==> config.mk <==
export PLATFORM = sky130hd
export DESIGN_NAME = alu_result_buffer_flat
export DESIGN_NICKNAME = d
export VERILOG_FILES = /design/src/rtl/alu_pkg.sv /design/src/rtl/alu_result_buffer_if.sv /design/src/rtl/alu_result_buffer.sv /design/src/flat_wrapper.sv
export SDC_FILE = /design/constraint.sdc
export NUM_CORES = 1
export LEC_CHECK = 0
export BUFFER_PORTS_ARGS = -buffer_cell sky130_fd_sc_hd__buf_2
export CAP_MARGIN = 20
export CORE_MARGIN = 1.5
export CORE_UTILIZATION = 30
export DETAILED_ROUTE_END_ITERATION = 8
export GPL_ROUTABILITY_DRIVEN = 0
export HOLD_SLACK_MARGIN = 0.06
export PLACE_DENSITY = 0.5
export SYNTH_ARGS = -nofsm -noshare
export SYNTH_HDL_FRONTEND = slang
export SYNTH_SLANG_ARGS = --single-unit
==> constraint.sdc <==
create_clock -name clk -period 2.5 [get_ports clk]
set_clock_uncertainty 0.1 [all_clocks]
set_input_delay 0.125 -clock clk [delete_from_list [all_inputs] [get_ports clk]]
set_output_delay 0.125 -clock clk [all_outputs]
set_load 0.005 [all_outputs]
==> src/rtl/alu_pkg.sv <==
// Shared types for the ALU datapath and its downstream consumers.
package alu_pkg;

    localparam logic [1:0] OP_ADD = 2'b00;
    localparam logic [1:0] OP_SUB = 2'b01;
    localparam logic [1:0] OP_AND = 2'b10;
    localparam logic [1:0] OP_XOR = 2'b11;

    // One captured ALU response, tagged with the opcode that produced it.
    typedef struct packed {
        logic [1:0] op;
        logic       carry;
        logic       zero;
        logic [3:0] result;
    } alu_resp_t;

endpackage

==> src/rtl/alu_result_buffer_if.sv <==
// Producer/consumer bundle for the ALU result buffer.
interface alu_result_buffer_if #(
    parameter int DEPTH = 4
);
    localparam int CW = $clog2(DEPTH) + 1;

    logic          in_valid;
    logic          in_ready;
    logic [1:0]    in_op;
    logic [3:0]    in_result;
    logic          in_carry;
    logic          in_zero;

    logic          out_valid;
    logic          out_ready;
    logic [1:0]    out_op;
    logic [3:0]    out_result;
    logic          out_carry;
    logic          out_zero;

    logic [CW-1:0] count;
    logic          sticky_carry;
    logic          sticky_zero;
    logic          clear_sticky;
    logic [7:0]    accepted;

    // Controller / ALU side
    modport master (
        output in_valid, in_op, in_result, in_carry, in_zero,
        output out_ready, clear_sticky,
        input  in_ready, out_valid, out_op, out_result, out_carry, out_zero,
        input  count, sticky_carry, sticky_zero, accepted
    );

    // Buffer side
    modport slave (
        input  in_valid, in_op, in_result, in_carry, in_zero,
        input  out_ready, clear_sticky,
        output in_ready, out_valid, out_op, out_result, out_carry, out_zero,
        output count, sticky_carry, sticky_zero, accepted
    );

endinterface

==> src/rtl/alu_result_buffer.sv <==
// Registered FIFO stage behind the 4-bit ALU, with sticky status flags and
// an accepted-operation counter that can be polled without draining.
module alu_result_buffer
    import alu_pkg::*;
#(
    parameter int DEPTH = 4
) (
    input  logic                clk,
    input  logic                rst,
    alu_result_buffer_if.slave  bus
);
    localparam int CW = $clog2(DEPTH) + 1;
    localparam int AW = $clog2(DEPTH);
    localparam logic [CW-1:0] FULL = CW'(DEPTH);

    alu_resp_t         mem [DEPTH];
    logic [AW-1:0]     wr_ptr;
    logic [AW-1:0]     rd_ptr;
    logic [CW-1:0]     cnt;
    logic              sticky_c;
    logic              sticky_z;
    logic [7:0]        acc_cnt;
    logic              push;
    logic              pop;
    alu_resp_t         head;

    // Handshake status comes only from registered occupancy; no full
    // pass-through and no empty bypass.
    always_comb begin
        bus.in_ready  = (cnt < FULL);
        bus.out_valid = (cnt != '0);
        push          = bus.in_valid && (cnt < FULL);
        pop           = bus.out_ready && (cnt != '0);
        head          = mem[rd_ptr];
    end

    assign bus.out_op       = head.op;
    assign bus.out_result   = head.result;
    assign bus.out_carry    = head.carry;
    assign bus.out_zero     = head.zero;
    assign bus.count        = cnt;
    assign bus.sticky_carry = sticky_c;
    assign bus.sticky_zero  = sticky_z;
    assign bus.accepted     = acc_cnt;

    // Storage; cleared on reset so an empty buffer never shows X.
    always_ff @(posedge clk) begin
        if (rst) begin
            for (int i = 0; i < DEPTH; i++) begin
                mem[i] <= '0;
            end
        end else if (push) begin
            mem[wr_ptr] <= '{op: bus.in_op, carry: bus.in_carry,
                             zero: bus.in_zero, result: bus.in_result};
        end
    end

    // Pointers wrap naturally because DEPTH is a power of two.
    always_ff @(posedge clk) begin
        if (rst) begin
            wr_ptr <= '0;
            rd_ptr <= '0;
        end else begin
            if (push) wr_ptr <= wr_ptr + 1'b1;
            if (pop)  rd_ptr <= rd_ptr + 1'b1;
        end
    end

    // Occupancy: unchanged when push and pop coincide.
    always_ff @(posedge clk) begin
        if (rst) begin
            cnt <= '0;
        end else if (push && !pop) begin
            cnt <= cnt + 1'b1;
        end else if (pop && !push) begin
            cnt <= cnt - 1'b1;
        end
    end

    // Sticky flags; a new event in the clear cycle is kept.
    always_ff @(posedge clk) begin
        if (rst) begin
            sticky_c <= 1'b0;
            sticky_z <= 1'b0;
        end else begin
            sticky_c <= (sticky_c & ~bus.clear_sticky) | (push & bus.in_carry);
            sticky_z <= (sticky_z & ~bus.clear_sticky) | (push & bus.in_zero);
        end
    end

    // Accepted-operation counter, wraps at 8 bits.
    always_ff @(posedge clk) begin
        if (rst) begin
            acc_cnt <= '0;
        end else if (push) begin
            acc_cnt <= acc_cnt + 8'd1;
        end
    end

endmodule

==> src/flat_wrapper.sv <==
// flat-port wrapper written by rule: the top's interface ports become plain ports
module alu_result_buffer_flat import alu_pkg::*;
#(
    parameter int DEPTH = 4
)
  (clk, rst, bus_in_valid, bus_in_op, bus_in_result, bus_in_carry, bus_in_zero, bus_out_ready, bus_clear_sticky, bus_in_ready, bus_out_valid, bus_out_op, bus_out_result, bus_out_carry, bus_out_zero, bus_count, bus_sticky_carry, bus_sticky_zero, bus_accepted);
  alu_result_buffer_if #(.DEPTH(DEPTH)) bus_i ();
  input  logic clk;
  input  logic rst;
  input wire logic [$bits(bus_i.in_valid)-1:0] bus_in_valid;
  input wire logic [$bits(bus_i.in_op)-1:0] bus_in_op;
  input wire logic [$bits(bus_i.in_result)-1:0] bus_in_result;
  input wire logic [$bits(bus_i.in_carry)-1:0] bus_in_carry;
  input wire logic [$bits(bus_i.in_zero)-1:0] bus_in_zero;
  input wire logic [$bits(bus_i.out_ready)-1:0] bus_out_ready;
  input wire logic [$bits(bus_i.clear_sticky)-1:0] bus_clear_sticky;
  output wire logic [$bits(bus_i.in_ready)-1:0] bus_in_ready;
  output wire logic [$bits(bus_i.out_valid)-1:0] bus_out_valid;
  output wire logic [$bits(bus_i.out_op)-1:0] bus_out_op;
  output wire logic [$bits(bus_i.out_result)-1:0] bus_out_result;
  output wire logic [$bits(bus_i.out_carry)-1:0] bus_out_carry;
  output wire logic [$bits(bus_i.out_zero)-1:0] bus_out_zero;
  output wire logic [$bits(bus_i.count)-1:0] bus_count;
  output wire logic [$bits(bus_i.sticky_carry)-1:0] bus_sticky_carry;
  output wire logic [$bits(bus_i.sticky_zero)-1:0] bus_sticky_zero;
  output wire logic [$bits(bus_i.accepted)-1:0] bus_accepted;
  assign bus_i.in_valid = bus_in_valid;
  assign bus_i.in_op = bus_in_op;
  assign bus_i.in_result = bus_in_result;
  assign bus_i.in_carry = bus_in_carry;
  assign bus_i.in_zero = bus_in_zero;
  assign bus_i.out_ready = bus_out_ready;
  assign bus_i.clear_sticky = bus_clear_sticky;
  assign bus_in_ready = bus_i.in_ready;
  assign bus_out_valid = bus_i.out_valid;
  assign bus_out_op = bus_i.out_op;
  assign bus_out_result = bus_i.out_result;
  assign bus_out_carry = bus_i.out_carry;
  assign bus_out_zero = bus_i.out_zero;
  assign bus_count = bus_i.count;
  assign bus_sticky_carry = bus_i.sticky_carry;
  assign bus_sticky_zero = bus_i.sticky_zero;
  assign bus_accepted = bus_i.accepted;
  alu_result_buffer #(.DEPTH(DEPTH)) u_core (.clk(clk), .rst(rst), .bus(bus_i));
endmodule
==> qor.txt <==
======================================================================================================
Vias per std cell .......................................................................         4.37
Required time at the endpoint of the critical path ......................................      2.63 ns
Post-route clock period utilization .....................................................        84.8%
Number of library cell types mapped by synthesis ........................................           35
Critical setup path kind ................................................................ register to register
Most frequent cells in the layout ....................................................... 35 x sky130_fd_sc_hd__buf_2, 32 x sky130_fd_sc_hd__and2_1, 32 x sky130_fd_sc_hd__edfxtp_1
Yosys warns .............................................................................            0
Initial cell density of the core ........................................................        31.2%
Port bufs ...............................................................................           35
Static power due to leakage .............................................................      1.06 nW
Pin count of the biggest net entering global routing ....................................           28
Most frequently used flop master after synthesis ........................................ sky130_fd_sc_hd__edfxtp_1
Fraction of the yosys area taken by sequential cells ....................................        59.0%
Most common cell after layout, fill and taps aside ...................................... sky130_fd_sc_hd__buf_2
Fmax achieved ...........................................................................    0.472 GHz
Number of buffers inserted during clock tree synthesis ..................................            5
Post-Place Worst Slack ..................................................................     0.393 ns
Total Routing Usage GR ..................................................................        11.8%
Worst min-delay path category ........................................................... input pin to register
Post-synth net total ....................................................................          191
Post-DRT Antenna Nets ...................................................................            0
Final Total Pwr .........................................................................      2.10 mW
Vias post-DR ............................................................................         1415
Hold violation count in the final report ................................................            0
Drt pass-1 iters ........................................................................            5
# IOs ...................................................................................           36
Power density over the cells ............................................................  763 nW/um^2
Clk sinks ...............................................................................           51
Die boundary height .....................................................................      90.1 um
Max-cap violations ......................................................................            0
Iteration-0 DRC Markers .................................................................           24
Nature of the critical path startpoint ..................................................     register
Setup slack after layout ................................................................     0.380 ns
Largest driver fanout on the critical path ..............................................            6
Slew of the pin with the lowest slew margin .............................................     0.598 ns
Max Transition Viols Final ..............................................................            0
H-tree depth reported by CTS ............................................................            2
Synthesized flop and latch total ........................................................           51
Number of enable flip-flop cells after synthesis ........................................           32
TritonCTS clock tree ....................................................................          yes
Bufs on Longest Clock Path ..............................................................            2
Gate Count Post-Synth ...................................................................          175
Mean cell area of the mapped netlist ....................................................   13.0 sq um
Mean routed wirelength per cell .........................................................      13.8 um
# diodes ................................................................................            0
Instance count along the most critical hold path ........................................            4
Die width ...............................................................................      90.1 um
Global-route wire length before repair ..................................................      7.44 mm
Detailed-route DRC error count ..........................................................            0
Summed instance area of the synthesized netlist .........................................   2270 sq um
Critical Path Sink Type .................................................................     register
Detail Placement HPWL ...................................................................      2.97 mm
Unrepaired setup endpoints after global routing .........................................           no
Setup total negative slack ..............................................................         0 ns
Critical path data arrival time .........................................................      2.25 ns
Post-synthesis async set-or-reset flop share ............................................           0%
Clock transition at the register clock pins on the worst setup and hold paths after CTS .      0.09 ns
Final critical path time including I/O delays and setup .................................      2.12 ns
Fraction of layout instances using a drive strength above 1 .............................        27.6%
Number of cells in the finished layout apart from fillers ...............................          324
Antenna violations before repair ........................................................            0
Total core area .........................................................................   7290 sq um
Slew Limit Headroom .....................................................................        60.1%
Outcome .................................................................................    completed
Setup-violating endpoint count in the final report ......................................            0
GR Overflow Total .......................................................................            0
Placed instance count ...................................................................          306
Cell Rows ...............................................................................           31
Later-pin clock latency in the skew report ..............................................      0.29 ns
CTS root buf ............................................................................ sky130_fd_sc_hd__clkbuf_8
Area of the die .........................................................................   8110 sq um
Peak supply drop ........................................................................   0.000435 V
Area growth from synthesis to layout ....................................................        20.9%
Total Nets Final ........................................................................          240
Number of global-route vias before repair ...............................................         1472
Post-Route WL ...........................................................................      4.48 mm
Final Core Density ......................................................................        37.7%
Worst Reg2Reg Path Length in Cells ......................................................            7
======================================================================================================
## power by group
part / switching [mW] / total [mW] / internal [mW]
registers: 0.122 / 1.13 / 1.01
logic: 0.221 / 0.516 / 0.295
clock network: 0.255 / 0.452 / 0.197
## metrics by stage
| stage | hold slack, ns | cell area [sq um] |
|---|---|---|
| after floorplan | 0.164 | 2270 |
| after global placement | 0.317 | 2570 |
| after detailed placement | 0.327 | 2570 |
| after CTS | 0.0864 | 2750 |
| after global routing | 0.131 | 2750 |
| final | 0.104 | 2750 |
## cells in the mapped netlist, drive strengths merged (2+ instances only)
library cell,n,area (sq um)
edfxtp,32,961
xor2,5,43.8
ha,2,25.0
nand2,5,18.8
xnor2,2,17.5
o21ai,4,20.0
a21oi,8,40.0
mux2,2,22.5
and2,32,200
nor2,13,48.8
or3,5,31.3
inv,6,22.5
nand2b,2,12.5
nand3,2,10.0
a31o,2,17.5
buf,6,32.5
nand3b,2,15.0
mux4,8,180
nor4,3,33.8
nor2b,4,25.0
dfxtp,19,380
## layer usage
layer	track usage (%)	part of all wire, %
met1	14.4	46
met2	21.0	51
met3	2.79	3.5
met4	2.78	0
met5	0	0
## final timing paths
path                           from                     end  slack (ns)
max             u_core.bus.count[1]     u_core.bus.count[2]        0.38
max reg2reg     u_core.bus.count[1]     u_core.bus.count[2]        0.38
min                   bus_out_ready        u_core.rd_ptr[0]        0.10
min reg2reg  u_core.bus.accepted[4]  u_core.bus.accepted[4]        0.41
## state kept, by name, summed over array words and instances, names as in the netlist, named ones only
signal and flops:
u_core.bus.accepted 8, u_core.mem 32, u_core.bus.count 3, u_core.bus.sticky_zero 1, u_core.wr_ptr 2, u_core.rd_ptr 2, u_core.bus.sticky_carry 1
## repair_timing
action / CTS / global route
resized for setup: 0 / 0
hold buffers: 10 / 0
setup buffers: 0 / 0
hold endpoints to repair: 28 / 0
endpoints found under the setup margin: 0 / 0
## worst max-delay path, cell delays in order (launching register included)
cell and delay (ns):
sky130_fd_sc_hd__dfxtp_1 0.38, sky130_fd_sc_hd__o31ai_2 0.32, sky130_fd_sc_hd__ha_1 0.24, sky130_fd_sc_hd__inv_1 0.06
sky130_fd_sc_hd__fa_1 0.37, sky130_fd_sc_hd__xor2_1 0.15, sky130_fd_sc_hd__or3_1 0.30, sky130_fd_sc_hd__a21oi_1 0.14
## cell type report
type / instances / area (sq um)
clock buffers: 7 / 76.3
clock inverters: 1 / 5.00
fillers: 751 / 4540
inverters: 7 / 26.3
multi-input cells: 110 / 870
flip-flops and latches: 51 / 1340
well taps: 99 / 124
repair buffers: 49 / 305
## cells by family (layout without fill, tap and decap cells)
kind of cell	after synthesis	in the layout	synth area share, %
XOR/XNOR	7	7	2.70
AND/OR/NAND/NOR	72	72	19.5
AO/OA/AOI/OAI	17	17	4.68
buffers and inverters	14	64	2.75
multiplexers	11	11	9.36
flip-flops	51	51	59.0
adder cells (fa/ha/maj)	3	3	1.98
(Power assumes the default switching activity.)
